**config.mk**
```make
export PLATFORM = sky130hd
export DESIGN_NAME = mem_access_unit
export DESIGN_NICKNAME = d
export VERILOG_FILES = /design/src/rtl/mem_pkg.sv /design/src/rtl/mem_lane_align.sv /design/src/rtl/mem_access_unit.sv
export SDC_FILE = /design/constraint.sdc
export NUM_CORES = 1
export LEC_CHECK = 0
export ABC_CLOCK_PERIOD_IN_PS = 3300
export BUFFER_PORTS_ARGS = -buffer_cell sky130_fd_sc_hd__buf_2
export CAP_MARGIN = 20
export CELL_PAD_IN_SITES_DETAIL_PLACEMENT = 1
export CELL_PAD_IN_SITES_GLOBAL_PLACEMENT = 1
export CORE_MARGIN = 1.5
export CORE_UTILIZATION = 33
export DETAILED_ROUTE_END_ITERATION = 7
export PLACE_DENSITY_LB_ADDON = 0.1
export SYNTH_ARGS = -nofsm -noshare
export SYNTH_HDL_FRONTEND = slang
export SYNTH_SLANG_ARGS = --single-unit
```
**constraint.sdc**
```tcl
create_clock -name clk -period 3.3 [get_ports clk]
set_clock_uncertainty 0.1 [all_clocks]
set_input_delay 0.33 -clock clk [delete_from_list [all_inputs] [get_ports clk]]
set_output_delay 0.33 -clock clk [all_outputs]
set_load 0.01 [all_outputs]
```
**src/rtl/mem_pkg.sv**
```systemverilog
// Shared types and constants for the memory access unit.
//   size_e   : access width as encoded by the control unit
//   state_e  : sequencer states
//   BE_*     : unshifted byte-enable patterns for each access width
//   decode_size   : folds the reserved size code onto a word access
//   is_misaligned : alignment rule applied in the CHECK state
package mem_pkg;

  typedef enum logic [1:0] {
    SZ_BYTE = 2'b00,
    SZ_HALF = 2'b01,
    SZ_WORD = 2'b10
  } size_e;

  typedef enum logic [2:0] {
    IDLE   = 3'd0,
    CHECK  = 3'd1,
    ACCESS = 3'd2,
    DONE   = 3'd3,
    ERR_MA = 3'd4,
    ERR_TO = 3'd5
  } state_e;

  localparam logic [3:0] BE_BYTE = 4'b0001;
  localparam logic [3:0] BE_HALF = 4'b0011;
  localparam logic [3:0] BE_WORD = 4'b1111;

  // Size code 2'b11 is not defined by the ISA encoding; treat it as a word.
  function automatic size_e decode_size(input logic [1:0] sz);
    case (sz)
      2'b00:   decode_size = SZ_BYTE;
      2'b01:   decode_size = SZ_HALF;
      default: decode_size = SZ_WORD;
    endcase
  endfunction

  function automatic logic is_misaligned(input size_e sz, input logic [1:0] lo);
    case (sz)
      SZ_HALF: is_misaligned = lo[0];
      SZ_WORD: is_misaligned = (lo != 2'b00);
      default: is_misaligned = 1'b0;
    endcase
  endfunction

endpackage

```
**src/rtl/mem_lane_align.sv**
```systemverilog
// Combinational lane steering between the CPU view (byte address + size)
// and the word-organised memory.
// Ports:
//   size_i      : access width (size_e encoding)
//   addr_lo_i   : byte offset within the word
//   sign_ext_i  : 1 = sign-extend narrow loads
//   wdata_i     : store data from register B
//   mem_rdata_i : raw word returned by memory
//   be_o        : byte enables for the addressed lanes
//   wdata_o     : store data replicated into every lane
//   rdata_o     : selected load lane, right-justified and extended
module mem_lane_align
  import mem_pkg::*;
(
  input  logic [1:0]  size_i,
  input  logic [1:0]  addr_lo_i,
  input  logic        sign_ext_i,
  input  logic [31:0] wdata_i,
  input  logic [31:0] mem_rdata_i,
  output logic [3:0]  be_o,
  output logic [31:0] wdata_o,
  output logic [31:0] rdata_o
);

  logic [7:0]  byte_lane [4];
  logic [15:0] half_lane [2];
  logic [7:0]  byte_sel;
  logic [15:0] half_sel;

  genvar gi;
  generate
    for (gi = 0; gi < 4; gi++) begin : g_byte_lane
      assign byte_lane[gi] = mem_rdata_i[8*gi +: 8];
    end
    for (gi = 0; gi < 2; gi++) begin : g_half_lane
      assign half_lane[gi] = mem_rdata_i[16*gi +: 16];
    end
  endgenerate

  assign byte_sel = byte_lane[addr_lo_i];
  assign half_sel = half_lane[addr_lo_i[1]];

  always_comb begin
    be_o    = BE_WORD;
    wdata_o = wdata_i;
    rdata_o = mem_rdata_i;
    case (size_i)
      SZ_BYTE: begin
        be_o    = BE_BYTE << addr_lo_i;
        wdata_o = {4{wdata_i[7:0]}};
        rdata_o = {{24{sign_ext_i & byte_sel[7]}}, byte_sel};
      end
      SZ_HALF: begin
        be_o    = BE_HALF << {addr_lo_i[1], 1'b0};
        wdata_o = {2{wdata_i[15:0]}};
        rdata_o = {{16{sign_ext_i & half_sel[15]}}, half_sel};
      end
      default: begin
        be_o    = BE_WORD;
        wdata_o = wdata_i;
        rdata_o = mem_rdata_i;
      end
    endcase
  end

endmodule

```
**src/rtl/mem_access_unit.sv**
```systemverilog
// Memory-access sequencer between the IorD address mux and a word-organised
// memory with variable wait states.
// Ports:
//   clk, reset            : rising-edge clock, asynchronous active-high reset
//   rd_req, wr_req        : requests from the control unit (write wins)
//   addr, wdata           : byte address and store data
//   size, sign_ext        : access width and load extension mode
//   rdata                 : last completed load, aligned and extended
//   busy                  : high whenever not IDLE; requests are ignored
//   done                  : one-cycle completion pulse
//   misalign_err          : one-cycle pulse, request rejected before memory
//   timeout_err           : one-cycle pulse, memory never became ready
//   mem_addr/wdata/be     : word address, replicated data, byte enables
//   mem_re, mem_we        : strobes, only in ACCESS
//   mem_rdata, mem_ready  : memory response
module mem_access_unit
  import mem_pkg::*;
#(
  parameter int TIMEOUT = 16
) (
  input  logic        clk,
  input  logic        reset,
  input  logic        rd_req,
  input  logic        wr_req,
  input  logic [31:0] addr,
  input  logic [31:0] wdata,
  input  logic [1:0]  size,
  input  logic        sign_ext,
  output logic [31:0] rdata,
  output logic        busy,
  output logic        done,
  output logic        misalign_err,
  output logic        timeout_err,
  output logic [31:0] mem_addr,
  output logic [31:0] mem_wdata,
  output logic [3:0]  mem_be,
  output logic        mem_re,
  output logic        mem_we,
  input  logic [31:0] mem_rdata,
  input  logic        mem_ready
);

  localparam int CNT_W = (TIMEOUT > 2) ? $clog2(TIMEOUT) : 1;
  localparam logic [CNT_W-1:0] CNT_LAST = CNT_W'(TIMEOUT - 1);

  state_e            state_q, state_d;
  logic [31:0]       addr_q, addr_d;
  logic [31:0]       wdata_q, wdata_d;
  size_e             size_q, size_d;
  logic              sext_q, sext_d;
  logic              wr_q, wr_d;
  logic [CNT_W-1:0]  cnt_q, cnt_d;
  logic [31:0]       rdata_q, rdata_d;

  logic [3:0]        lane_be;
  logic [31:0]       lane_wdata;
  logic [31:0]       lane_rdata;

  mem_lane_align u_lane (
    .size_i      (size_q),
    .addr_lo_i   (addr_q[1:0]),
    .sign_ext_i  (sext_q),
    .wdata_i     (wdata_q),
    .mem_rdata_i (mem_rdata),
    .be_o        (lane_be),
    .wdata_o     (lane_wdata),
    .rdata_o     (lane_rdata)
  );

  always_ff @(posedge clk or posedge reset) begin
    if (reset) begin
      state_q <= IDLE;
      addr_q  <= '0;
      wdata_q <= '0;
      size_q  <= SZ_BYTE;
      sext_q  <= 1'b0;
      wr_q    <= 1'b0;
      cnt_q   <= '0;
      rdata_q <= '0;
    end else begin
      state_q <= state_d;
      addr_q  <= addr_d;
      wdata_q <= wdata_d;
      size_q  <= size_d;
      sext_q  <= sext_d;
      wr_q    <= wr_d;
      cnt_q   <= cnt_d;
      rdata_q <= rdata_d;
    end
  end

  always_comb begin
    state_d = state_q;
    addr_d  = addr_q;
    wdata_d = wdata_q;
    size_d  = size_q;
    sext_d  = sext_q;
    wr_d    = wr_q;
    cnt_d   = cnt_q;
    rdata_d = rdata_q;

    busy         = 1'b1;
    done         = 1'b0;
    misalign_err = 1'b0;
    timeout_err  = 1'b0;
    mem_addr     = '0;
    mem_wdata    = '0;
    mem_be       = '0;
    mem_re       = 1'b0;
    mem_we       = 1'b0;

    case (state_q)
      IDLE: begin
        busy = 1'b0;
        if (rd_req || wr_req) begin
          addr_d  = addr;
          wdata_d = wdata;
          size_d  = decode_size(size);
          sext_d  = sign_ext;
          wr_d    = wr_req;
          state_d = CHECK;
        end
      end
      CHECK: begin
        cnt_d   = '0;
        state_d = is_misaligned(size_q, addr_q[1:0]) ? ERR_MA : ACCESS;
      end
      ACCESS: begin
        mem_addr  = {addr_q[31:2], 2'b00};
        mem_wdata = lane_wdata;
        mem_be    = lane_be;
        mem_re    = ~wr_q;
        mem_we    = wr_q;
        // Ready is honoured even on the last permitted wait cycle.
        if (mem_ready) begin
          state_d = DONE;
          if (!wr_q) begin
            rdata_d = lane_rdata;
          end
        end else if (cnt_q == CNT_LAST) begin
          state_d = ERR_TO;
        end else begin
          cnt_d = cnt_q + 1'b1;
        end
      end
      DONE: begin
        done    = 1'b1;
        state_d = IDLE;
      end
      ERR_MA: begin
        misalign_err = 1'b1;
        state_d      = IDLE;
      end
      ERR_TO: begin
        timeout_err = 1'b1;
        state_d     = IDLE;
      end
      default: begin
        state_d = IDLE;
      end
    endcase
  end

  assign rdata = rdata_q;

endmodule
```
==> flow_summary.toml <==
[status]
status = "completed"

[cells_and_area]
final_common_cell = "buf_2"
syn_to_final_growth_pct = 29.2
final_layout_size_suffix_gt1_frac = 0.440
fin_nets = 809
fillers = 1783
final_cell_mix = "buf_2, dfrtp_1, nand2_1, mux2_2, and3_1"
postLayoutCellArea_um2 = 6790

[die]
fp.dieArea_um2 = 16700
dieHeight_um = 129
core.rowCount = 45
fp.dieW_um = 129
core_um2 = 15400
start_util = 0.342
num_io_pins = 210

[global_route]
grt_pass1_wl_um = 26500
overflow = 0
antenna_found_initial = 2
grt_pass1_vias = 4898
grt_use_total = 0.209
grt_max_degree = 63

[worst_setup_path]
crit_arrival_ps = 2420
cp-end-kind = "output pin"
cp_max_fo = 17
cp_data_required_time_ps = 2870
setup.worst_path.start_class = "register"
crit_type = "reg -> out"

[yosys]
synth_flop_cell = "dfrtp_1"
netlist_instances = 511
synth-seq-area-share = 0.509
ys_ff_latch = 107
synth_async_sr_flop_share = 1.00
synth_edf_count = 0
syn-mean-instance-area_um2 = 10.3
yosysWarnings = 0
netlist_area_um2 = 5260
synth_cell_types = 49

[sta]
slew-limit-headroom = 0.459
fin_crit_sh = 0.863
worstMarginPinSlew_ps = 811
fmax_ghz = 0.351
hold_viol_final = 0
final.min_clock_period_ps = 2850
rsz0062_at_grt = "false"
drv_slew = 0
timing.setup.tns_ps = 0
setup_viol = 0

[drt]
antenna_left = 0
vias = 4612
finalWirelength_um = 17000
drtIter0Drc = 247
dr.pass1.iters = 4
wire_per_inst_um = 18.5
viasPerCell = 5.03
drc = 0

[clock_tree]
clockBufferDepth = 2
cts_setup_buffers = 0
cts-buffers-inserted = 9
hold_buffers = 0
path_clk_slew_ps = 70
cts.htree.levels = 3
cts.sinks = 107
cts_tree = "yes"
cts_root_buf = "clkbuf_16"
clock_latency_ps = 350
cts.repair.resized = 0

[placed_design]
gp_congestion = 0.830
port_buffers = 207
place_hpwl_um = 12600
place_area_um2 = 6490

[worst_hold_path]
hp-class = "in -> async"

[pwr]
p_leak_uw = 0.00342
power_density_nw_per_um2 = 1030
vdd_drop_max_mv = 0.429

[run]
drv_cap = 0
[registers in the layout (all words and copies together) (netlist names)]
register	cells
size_q	2
cnt_q	4
wdata_q	32
state_q	3
addr_q	32
sext_q	1
wr_q	1
rdata	32
[report_power, final]
| part | internal, uW | switching [uW] |
|---|---|---|
| Clock | 626 | 484 |
| Combinational | 1550 | 1930 |
| Sequential | 1980 | 463 |
[cells by family after synthesis]
group,after synthesis,synth area share
adder cells (fa/ha/maj),5,0.0119
buffers and inverters,48,0.0409
other,1,0.000713
AO/OA/AOI/OAI,93,0.110
flip-flops,107,0.509
AND/OR/NAND/NOR,181,0.164
multiplexers,75,0.161
XOR/XNOR,1,0.00167
[critical path, cell delays in order (launching register included)]
cell     delay, ps
dfrtp_1        380
inv_1           90
ha_1           290
buf_4          210
nor2_2         570
nand2_1        150
a31oi_1        210
buf_2          170
[layout make-up]
class / instances / area [um^2] / share of cell area
tap: 211 / 264 / 0.0389
sequential: 107 / 2680 / 0.394
inverter: 5 / 21.3 / 0.00313
clock buffer: 11 / 253 / 0.0372
timing repair buffer: 220 / 1150 / 0.169
antenna: 1 / 2.50 / 0.000368
clock inverter: 4 / 48.8 / 0.00718
multi-input combinational: 357 / 2380 / 0.350
[routing by layer]
| layer | vias to the layer above | track usage | part of all wire |
|---|---|---|---|
| met5 | - | 0 | 0.00077 |
| met4 | 2 | 0.0496 | 0.014 |
| met3 | 15 | 0.0797 | 0.080 |
| met2 | 167 | 0.345 | 0.48 |
| met1 | 2256 | 0.258 | 0.43 |
| li1 | 2172 | - | - |
[stage by stage]
step | instances | setup WS [ps] | power (uW) | util | hold WS, ps
finish | 916 | 451 | 7030 | 0.442 | 42.3
global placement | 900 | 853 | 5860 | 0.422 | 379
global route | 915 | 214 | 7600 | 0.442 | 90.7
floorplan | 512 | 52.8 | 4690 | - | 347
detailed placement | 900 | 743 | 5990 | 0.422 | 388
CTS | 915 | 395 | 7130 | 0.442 | 67.6
[final timing paths]
kind,start,endpoint,slack (ps),cells after the start
max in group asynchronous,reset,wdata_q[29],2310,3
min in group clk,addr[29],addr_q[29],110,2
max reg2reg,size_q[1],rdata[31],810,6
max,size_q[0],mem_wdata[29],450,7
min reg2reg,addr_q[15],addr_q[15],400,1
min,reset,rdata[24],40,2
[Yosys cell counts, types with 7 or more instances]
cell type	instances	area (um^2)
a21oi_1	37	185
a221oi_1	7	61.3
a22oi_1	7	52.6
a31oi_1	24	150
and3_1	41	257
buf_2	13	65.1
clkbuf_1	24	90.1
dfrtp_1	107	2680
mux2_2	66	743
mux2i_1	8	80.1
nand2_1	72	270
nor2_1	42	158
(Power assumes the default switching activity.)
